[config.mk]
export PLATFORM = sky130hd
export DESIGN_NAME = multicycle_control
export DESIGN_NICKNAME = d
export VERILOG_FILES = /design/src/rtl/riscv_ctrl_pkg.sv /design/src/rtl/ctrl_opcode_decode.sv /design/src/rtl/multicycle_control.sv
export SDC_FILE = /design/constraint.sdc
export NUM_CORES = 1
export LEC_CHECK = 0
export CAP_MARGIN = 20
export CORE_MARGIN = 5
export CORE_UTILIZATION = 44
export DETAILED_ROUTE_END_ITERATION = 16
export GPL_TIMING_DRIVEN = 0
export PLACE_DENSITY = 0.77
export SYNTH_ARGS = -nofsm -noshare
export SYNTH_HDL_FRONTEND = slang
export SYNTH_SLANG_ARGS = --single-unit
[constraint.sdc]
create_clock -name clk -period 1.95 [get_ports clk]
set_input_delay 0.195 -clock clk [delete_from_list [all_inputs] [get_ports clk]]
set_output_delay 0.195 -clock clk [all_outputs]
set_load 0.01 [all_outputs]
[src/rtl/riscv_ctrl_pkg.sv]
// Shared definitions for the multi-cycle RV32I control path: opcodes, FSM states,
// and the mux/ALU select encodings the datapath expects.
package riscv_ctrl_pkg;

    // RV32I major opcodes (IR[6:0])
    localparam logic [6:0] OpRType  = 7'b0110011;
    localparam logic [6:0] OpIType  = 7'b0010011;
    localparam logic [6:0] OpLoad   = 7'b0000011;
    localparam logic [6:0] OpStore  = 7'b0100011;
    localparam logic [6:0] OpBranch = 7'b1100011;
    localparam logic [6:0] OpJal    = 7'b1101111;
    localparam logic [6:0] OpJalr   = 7'b1100111;
    localparam logic [6:0] OpLui    = 7'b0110111;
    localparam logic [6:0] OpAuipc  = 7'b0010111;

    // Encodings are visible on the debug state port, so keep them fixed
    typedef enum logic [3:0] {
        StFetch   = 4'd0,
        StDecode  = 4'd1,
        StExecR   = 4'd2,
        StExecI   = 4'd3,
        StMemAddr = 4'd4,
        StMemRd   = 4'd5,
        StMemWr   = 4'd6,
        StMemWb   = 4'd7,
        StAluWb   = 4'd8,
        StBranch  = 4'd9,
        StJal     = 4'd10,
        StJalr    = 4'd11,
        StLui     = 4'd12,
        StTrap    = 4'd13
    } state_e;

    // alu_op
    localparam logic [1:0] AluOpAdd    = 2'b00;
    localparam logic [1:0] AluOpBranch = 2'b01;
    localparam logic [1:0] AluOpR      = 2'b10;
    localparam logic [1:0] AluOpI      = 2'b11;

    // alu_src_a
    localparam logic [1:0] SrcAPc    = 2'b00;
    localparam logic [1:0] SrcARs1   = 2'b01;
    localparam logic [1:0] SrcAZero  = 2'b10;
    localparam logic [1:0] SrcAOldPc = 2'b11;

    // alu_src_b
    localparam logic [1:0] SrcBRs2  = 2'b00;
    localparam logic [1:0] SrcBFour = 2'b01;
    localparam logic [1:0] SrcBImm  = 2'b10;

    // pc_src
    localparam logic [1:0] PcSrcAlu    = 2'b00;
    localparam logic [1:0] PcSrcAluOut = 2'b01;

    // mem_to_reg
    localparam logic [1:0] WbAluOut = 2'b00;
    localparam logic [1:0] WbMdr    = 2'b01;
    localparam logic [1:0] WbPc     = 2'b10;

endpackage

[src/rtl/ctrl_opcode_decode.sv]
// Maps the instruction opcode to the state that follows DECODE.
// Unknown opcodes (and jump/upper-immediate ones when disabled) steer to TRAP.
module ctrl_opcode_decode
    import riscv_ctrl_pkg::*;
#(
    parameter bit ENABLE_JUMP = 1'b1
) (
    input  logic [6:0] opcode,
    output state_e     next_state,
    output logic       illegal
);

    // Opcode lookup; everything unmatched falls through to TRAP
    always_comb begin
        next_state = StTrap;
        case (opcode)
            OpRType:  next_state = StExecR;
            OpIType:  next_state = StExecI;
            OpLoad:   next_state = StMemAddr;
            OpStore:  next_state = StMemAddr;
            OpBranch: next_state = StBranch;
            OpJal:    next_state = ENABLE_JUMP ? StJal : StTrap;
            OpJalr:   next_state = ENABLE_JUMP ? StJalr : StTrap;
            OpLui:    next_state = ENABLE_JUMP ? StLui : StTrap;
            // AUIPC: DECODE already formed oldPC + imm in ALUOut
            OpAuipc:  next_state = ENABLE_JUMP ? StAluWb : StTrap;
            default:  next_state = StTrap;
        endcase
        illegal = (next_state == StTrap);
    end

endmodule

[src/rtl/multicycle_control.sv]
// Multi-cycle RV32I control FSM: sequences fetch/decode/execute/memory/writeback,
// guards memory waits with a timeout and traps on illegal opcodes.
module multicycle_control
    import riscv_ctrl_pkg::*;
#(
    parameter bit          ENABLE_JUMP = 1'b1,
    parameter int unsigned MEM_TIMEOUT = 15,
    parameter int unsigned TO_W        = $clog2(MEM_TIMEOUT + 1)
) (
    input  logic       clk,
    input  logic       rst_n,
    input  logic [6:0] opcode,
    input  logic       mem_ready,
    input  logic       trap_clr,
    output logic       mem_req,
    output logic       mem_we,
    output logic       iord,
    output logic       ir_write,
    output logic       pc_write,
    output logic       pc_write_cond,
    output logic [1:0] pc_src,
    output logic [1:0] alu_src_a,
    output logic [1:0] alu_src_b,
    output logic [1:0] alu_op,
    output logic       reg_write,
    output logic [1:0] mem_to_reg,
    output logic       trap,
    output logic       trap_cause,
    output logic       retire,
    output logic [3:0] state
);

    // A disabled timeout still needs a legal (1-bit) counter
    localparam int unsigned CntW  = (TO_W > 0) ? TO_W : 1;
    localparam int unsigned Limit = (MEM_TIMEOUT > 0) ? MEM_TIMEOUT - 1 : 0;
    localparam logic [CntW-1:0] LimitCnt = CntW'(Limit);

    state_e          state_q, state_d;
    logic [CntW-1:0] cnt_q, cnt_d;
    logic            cause_q, cause_d;
    logic            new_cause;
    logic            timeout_hit;
    state_e          dec_next;
    logic            dec_illegal;

    ctrl_opcode_decode #(
        .ENABLE_JUMP(ENABLE_JUMP)
    ) u_decode (
        .opcode    (opcode),
        .next_state(dec_next),
        .illegal   (dec_illegal)
    );

    // mem_ready in the same cycle takes priority over the timeout
    assign timeout_hit = (MEM_TIMEOUT != 0) && (cnt_q == LimitCnt) && !mem_ready;

    // Next-state and control output decode
    always_comb begin
        state_d       = state_q;
        new_cause     = 1'b0;
        mem_req       = 1'b0;
        mem_we        = 1'b0;
        iord          = 1'b0;
        ir_write      = 1'b0;
        pc_write      = 1'b0;
        pc_write_cond = 1'b0;
        pc_src        = PcSrcAlu;
        alu_src_a     = SrcAPc;
        alu_src_b     = SrcBRs2;
        alu_op        = AluOpAdd;
        reg_write     = 1'b0;
        mem_to_reg    = WbAluOut;
        trap          = 1'b0;
        retire        = 1'b0;
        case (state_q)
            StFetch: begin
                mem_req   = 1'b1;
                alu_src_b = SrcBFour;
                ir_write  = mem_ready;
                pc_write  = mem_ready;
                if (mem_ready) begin
                    state_d = StDecode;
                end else if (timeout_hit) begin
                    state_d   = StTrap;
                    new_cause = 1'b1;
                end
            end
            StDecode: begin
                alu_src_a = SrcAOldPc;
                alu_src_b = SrcBImm;
                state_d   = dec_next;
                new_cause = 1'b0;
            end
            StExecR: begin
                alu_src_a = SrcARs1;
                alu_src_b = SrcBRs2;
                alu_op    = AluOpR;
                state_d   = StAluWb;
            end
            StExecI: begin
                alu_src_a = SrcARs1;
                alu_src_b = SrcBImm;
                alu_op    = AluOpI;
                state_d   = StAluWb;
            end
            StLui: begin
                alu_src_a = SrcAZero;
                alu_src_b = SrcBImm;
                state_d   = StAluWb;
            end
            StMemAddr: begin
                alu_src_a = SrcARs1;
                alu_src_b = SrcBImm;
                state_d   = (opcode == OpStore) ? StMemWr : StMemRd;
            end
            StMemRd: begin
                mem_req = 1'b1;
                iord    = 1'b1;
                if (mem_ready) begin
                    state_d = StMemWb;
                end else if (timeout_hit) begin
                    state_d   = StTrap;
                    new_cause = 1'b1;
                end
            end
            StMemWr: begin
                mem_req = 1'b1;
                iord    = 1'b1;
                mem_we  = 1'b1;
                if (mem_ready) begin
                    state_d = StFetch;
                    retire  = 1'b1;
                end else if (timeout_hit) begin
                    state_d   = StTrap;
                    new_cause = 1'b1;
                end
            end
            StMemWb: begin
                reg_write  = 1'b1;
                mem_to_reg = WbMdr;
                retire     = 1'b1;
                state_d    = StFetch;
            end
            StAluWb: begin
                reg_write  = 1'b1;
                mem_to_reg = WbAluOut;
                retire     = 1'b1;
                state_d    = StFetch;
            end
            StBranch: begin
                alu_src_a     = SrcARs1;
                alu_src_b     = SrcBRs2;
                alu_op        = AluOpBranch;
                pc_write_cond = 1'b1;
                pc_src        = PcSrcAluOut;
                retire        = 1'b1;
                state_d       = StFetch;
            end
            StJal: begin
                pc_write   = 1'b1;
                pc_src     = PcSrcAluOut;
                reg_write  = 1'b1;
                mem_to_reg = WbPc;
                retire     = 1'b1;
                state_d    = StFetch;
            end
            StJalr: begin
                alu_src_a  = SrcARs1;
                alu_src_b  = SrcBImm;
                pc_write   = 1'b1;
                pc_src     = PcSrcAlu;
                reg_write  = 1'b1;
                mem_to_reg = WbPc;
                retire     = 1'b1;
                state_d    = StFetch;
            end
            StTrap: begin
                trap = 1'b1;
                if (trap_clr) begin
                    state_d = StFetch;
                end
            end
            default: state_d = StFetch;
        endcase
    end

    // Wait counter and trap cause bookkeeping
    always_comb begin
        cnt_d   = cnt_q;
        cause_d = cause_q;
        // Any state change clears the counter, which covers entry to every memory state
        if (state_d != state_q) begin
            cnt_d = '0;
        end else if (mem_req && !mem_ready && (MEM_TIMEOUT != 0)) begin
            cnt_d = cnt_q + CntW'(1);
        end
        if (state_q != StTrap && state_d == StTrap) begin
            cause_d = new_cause;
        end else if (state_q == StTrap && trap_clr) begin
            cause_d = 1'b0;
        end
    end

    // State, counter and cause registers
    always_ff @(posedge clk or negedge rst_n) begin
        if (!rst_n) begin
            state_q <= StFetch;
            cnt_q   <= '0;
            cause_q <= 1'b0;
        end else begin
            state_q <= state_d;
            cnt_q   <= cnt_d;
            cause_q <= cause_d;
        end
    end

    assign trap_cause = cause_q;
    assign state      = state_q;

endmodule

# [Yosys cells after proc, flatten, opt, wreduce, memory -nomap -nowiden]
# Cells that the tools add are included.
# Widths: inputs -> output; s select.
[word_totals] elab_cells=78 inputBits=11 regBits=9
[classes] n_reduce_logical=18 mux=30 n_eq_ne=26 n_addsub=1
[ops] operator="$eq 4x4->1 const B" count=8
[ops] operator="$pmux 4 s8" count=1
[ops] operator="$mux 4" count=7
[ops] operator="$pmux 4 s7" count=1
[ops] operator="$eq 7x6->1 const B" count=3
[ops] operator="$eq 7x7->1 const B" count=3
[ops] operator="$eq 4x3->1 const B" count=4
[ops] operator="$reduce_or 5->1" count=3
[ops] operator="$eq 7x5->1 const B" count=2
[ops] operator="$mux 1" count=14
[ops] operator="$pmux 2 s3" count=2
[ops] operator="$eq 4x2->1 const B" count=2
[ops] operator="$pmux 2 s2" count=2
[ops] operator="$reduce_or 2->1" count=4
[ops] operator="$eq 7x2->1 const B" count=1
[ops] operator="$reduce_or 3->1" count=2
[ops] operator="$add 4x1->4 const B" count=1
[ops] operator="$eq 4x1->1 const B" count=1
[ops] operator="$logic_and 1x1->1" count=4
[ops] operator="$logic_not 4->1" count=1
[ops] operator="$ne 4x4->1" count=1
[ops] operator="$ne 4x4->1 const B" count=1
[ops] operator="$pmux 1 s2" count=2
[ops] operator="$reduce_bool 2->1" count=2
[ops] operator="3 further kinds" count=3

# [Logic depth before layout (Yosys ltp)]
[logic_depth] ltp_word=8 ltp_mapped=7 mapped_depth_nobuf=7

# [By module]
# From an unflattened synthesis, not the netlist that was laid out.
[unflattened] hier_cells=141 hier_area_um2=1062.3
[by_module_without_submodules] module="multicycle_control" area_each_um2=952.2 cells_per_inst=124 seq_area_each_um2=225.2 instances=1
[by_module_without_submodules] module="ctrl_opcode_decode" area_each_um2=110.1 cells_per_inst=17 seq_area_each_um2=0.0 instances=1

# [Worst setup path after synthesis]
# Ideal clock, no wire load.
[synth_path] kind="register to register" from="reg state_q[3] (netlist: state[3])" to="reg cnt_q[0]" arrival_ps=1728 path_buffers=1 synth_period_minus_slack_ps=1859 stages_incl_launch_ff=7 setup_slack_ps=91 path_cell_list="dfrtp_1 > buf_2 > nor4bb_2 > a22oi_1 > and3b_1 > o221ai_4 > nor4_1"
[synth_via] elab_chain_len=5 elab_cells_between_ends=22 cone_classes="eq/ne (9); mux (8); reduce/logical (5)"
[synth_rtl] item="from (decl)" line_no="multicycle_control.sv:38" source="state_e state_q, state_d;"
[synth_rtl] item="from (signal assigned)" line_no="multicycle_control.sv:207" source="state_q <= StFetch;"
[synth_rtl] item="from (signal assigned)" line_no="multicycle_control.sv:211" source="state_q <= state_d;"
[synth_rtl] item="$eq 4x4->1, or another cell as far along" line_no="multicycle_control.sv:75" source="case (state_q)"
[synth_rtl] item="$reduce_or 3->1 (no line), or another cell as far along"
[synth_rtl] item="$pmux 4 s7 or $mux 1 (tied branches)" line_no="multicycle_control.sv:75"
[synth_rtl] item="$ne 4x4->1 or $logic_and 1x1->1 (tied branches)" line_no="multicycle_control.sv:192, multicycle_control.sv:194"
[synth_rtl] item="$mux 4 or $reduce_bool 2->1 (tied branches)"
[synth_rtl] item="to (signal assigned)" line_no="multicycle_control.sv:212" source="cnt_q <= cnt_d;"
[synth_rtl] item="to (decl)" line_no="multicycle_control.sv:39" source="logic [CntW-1:0] cnt_q, cnt_d;"
# Several ways; a longest one is shown, not always the timed one.
# A chain may end at the register's enable or synchronous reset.

# [Final worst setup path]
[layout_path] from="reg state_q[2] (netlist: state[2])" to="reg cnt_q[2]"
# Same word-level chain as after synthesis.

==> metrics.txt <==
Critical Path End Type=flop; Placed Area=1680 um2; syn_area_per_cell=8.60 um2; Leak=0.892 nW; GRT Total Usage=19.7%; Fmax=0.498 GHz; layout cells sized above 1=43.7%; Final Wtd Congestion=0.941; global-route wire length before repair=6.58 mm; Post-synth ARST share=100%; # hold bufs at CTS=0; final setup TNS=-137 ps; # rows=19; Iter 0 DRT Violations=147; register area=226 um2; Post-Syn Nets=165; sequential fraction of the synthesis area=17.2%; final setup violation count=5; Tcrit/Tclk final=103%; clk sinks=9; critical path arrival=2170 ps; Critical Path Start Type=flop; post-route cell area=2060 um2; CTS max path bufs=2; failing checks=negative setup slack; Die Footprint=4160 um2; Worst Hold Class=in2async; WL/cell=18.3 um; # IOs=35; max_slew headroom=67.0%; clock skew=7.28 ps; initial antenna violation count=0; n_diodes=0; TritonCTS clock tree=yes; r2r worst-path depth=9; Multi-input gate area=1090 um2; WP data required=2110 ps; #FFs+latches synth=9; core area=2810 um2; Hold Vio Cnt, Final=0; Die Wd=64.5 um; reg2reg setup slack=-60 ps; number of global-route vias before repair=1,422; max-cap violation count=0; top_reg_cell synth=dfrtp_1; clk slew on worst S/H paths=70 ps; fin crit period=2010 ps; Syn Std Cell Area=1310 um2; worst-path fanout max=8; clk_lat worst skew=270 ps; Vias=1,531; RSZ-0062 raised after global routing=true; final worst setup slack=-58.3 ps; actual slew at the worst max-slew pin=487 ps; H-tree depth=1; routed wire length=4.49 mm; status=complete, but fails checks; unique cell type count in the Yosys netlist=61; Die Height=64.5 um; R2R Path End=cnt_q[2]; fillcell total=207; Final nets=229; Via density=6.22; PortBufs=33; pwr dens=1640 nW/um2; worst setup path category=reg2reg; YS warnings=0; CTS buffer count=3; Max VDD drop=0.000825 V; global route total overflow=0; cell count after synthesis=152; DRT Pass-1 Iters=4; CTS Root Buffer Type=clkbuf_4; Final Max Slew Viols=0; reg2reg start=state[2]; Post-DP HPWL=2.97 mm; Routed Antenna Nets=0; # DRC=0; Starting Density=46.6%; Synth-to-Final Area Change=57.2%; EDFF count, synth=0; pin count of the biggest net entering global routing=11
## synthesized netlist by cell type (2+ instances only)
master,number,area share (%)
a21oi_1,9,3.4
nand4b_1,2,1.3
nor4_2,4,3.8
nor2b_1,2,0.96
nor4_1,3,1.4
nor4b_4,2,3.6
o21ai_0,9,3.4
a41oi_2,2,2.5
nand2b_1,6,2.9
a211oi_1,2,1.1
nand3_1,5,1.9
nand2_1,7,2.0
or2_2,2,0.96
a22oi_1,2,1.1
nand3b_1,4,2.3
dfrtp_1,9,17
and2_1,2,0.96
or3b_2,2,1.3
buf_6,6,5.2
inv_1,5,1.4
buf_2,2,0.77
a31o_2,2,1.3
xnor2_1,3,2.0
ha_1,2,1.9
clkbuf_1,2,0.57
nor2_1,13,3.7
and3_1,2,0.96
or4bb_1,2,1.7
nor3_1,5,1.9
or3b_1,2,1.3
a21o_1,2,1.1
## cell families (layout without fill, tap and decap cells)
logic type	Yosys count	after routing	synth area share, %
simple gates	75	75	41.7
flops	9	9	17.2
mux	1	1	0.766
compound gates	42	42	26.3
other cells	1	1	0.287
xor+xnor	4	4	2.68
fa+ha+maj	2	2	1.91
buf+inv	18	81	9.09
## worst max path at each step
stage,from,end,slack (ps),cells after the start
after floorplan,state[3],cnt_q[0],90,6
after global placement,mem_ready,cnt_q[3],-240,7
after detailed placement,state[0],iord,-270,6
after CTS,state[0],iord,-30,6
after global routing,state[2],cnt_q[3],-140,8
final,state[2],cnt_q[2],-60,9
## metrics by stage
stage	power (W)	hold WS (ps)	utilization, %	worst slack [ps]	cells
2_1_floorplan	0.00168	-101	-	90.9	152
3_3_place_gp	0.00234	497	59.8	-241	216
3_5_place_dp	0.00240	521	59.8	-268	216
4_1_cts	0.00285	240	66.8	-33.2	232
5_1_grt	0.00357	262	73.3	-145	246
6_report	0.00337	228	73.3	-58.3	246
## state kept, by name, indices dropped and copies added (netlist names)
register	cells
state	4
trap_cause	1
cnt_q	4
## what timing repair did
item | in CTS | in global routing
pin swaps | 6 | 12
gates cloned | 0 | 0
endpoints found under the setup margin | 23 | 16
resized for setup | 50 | 33
buffers inserted | 12 | 14
## area by class of cell
| type | count | area share (%) |
|---|---|---|
| multi-input cells | 125 | 53.0 |
| repair buffers | 59 | 25.0 |
| flip-flops and latches | 9 | 11.0 |
| plain buffers | 12 | 6.33 |
| well taps | 31 | 1.89 |
| inverters | 6 | 1.52 |
| clock buffers | 4 | 1.28 |
## worst max-delay path: stages, from the launching register on
cell       delay [ps]
dfrtp_1           390
buf_6             140
buf_8             120
buf_4             130
nor4b_4           260
o31ai_2           140
o2111ai_2         280
buf_4             160
nand2_2            40
nor4_2            250
## placed cells by master (no fill, tap or decap), drive strengths merged, types with 3 or more instances in the layout
cell           count
nand2b             6
nor2              13
a21oi              9
nand3              5
inv                4
clkdlybuf4s50     16
buf               40
clkbuf             7
xnor2              3
nand3b             5
o21ai              9
or3b               4
or2                3
nor3               6
nand2              7
nor4               7
dfrtp              9
dlygate4sd2        8
a211oi             3
## power by group
group / total (W) / switching [W] / leakage [nW] / internal (W)
logic: 0.00295 / 0.00150 / 0.759 / 0.00145
registers: 0.000280 / 0.0000379 / 0.118 / 0.000242
clock network: 0.000148 / 0.0000693 / 0.0150 / 0.0000790
total: 0.00337 / 0.00161 / 0.892 / 0.00177
## metal layers
layer	share of wire [%]	wire length (um)	vias to the layer above	GRT usage [%]
li1	-	-	700	-
met1	38	1710	748	22.8
met2	53	2390	69	38.3
met3	6.1	272	14	2.94
met4	2.5	114	0	3.43
met5	0	0	-	0
(Power assumes the default switching activity.)
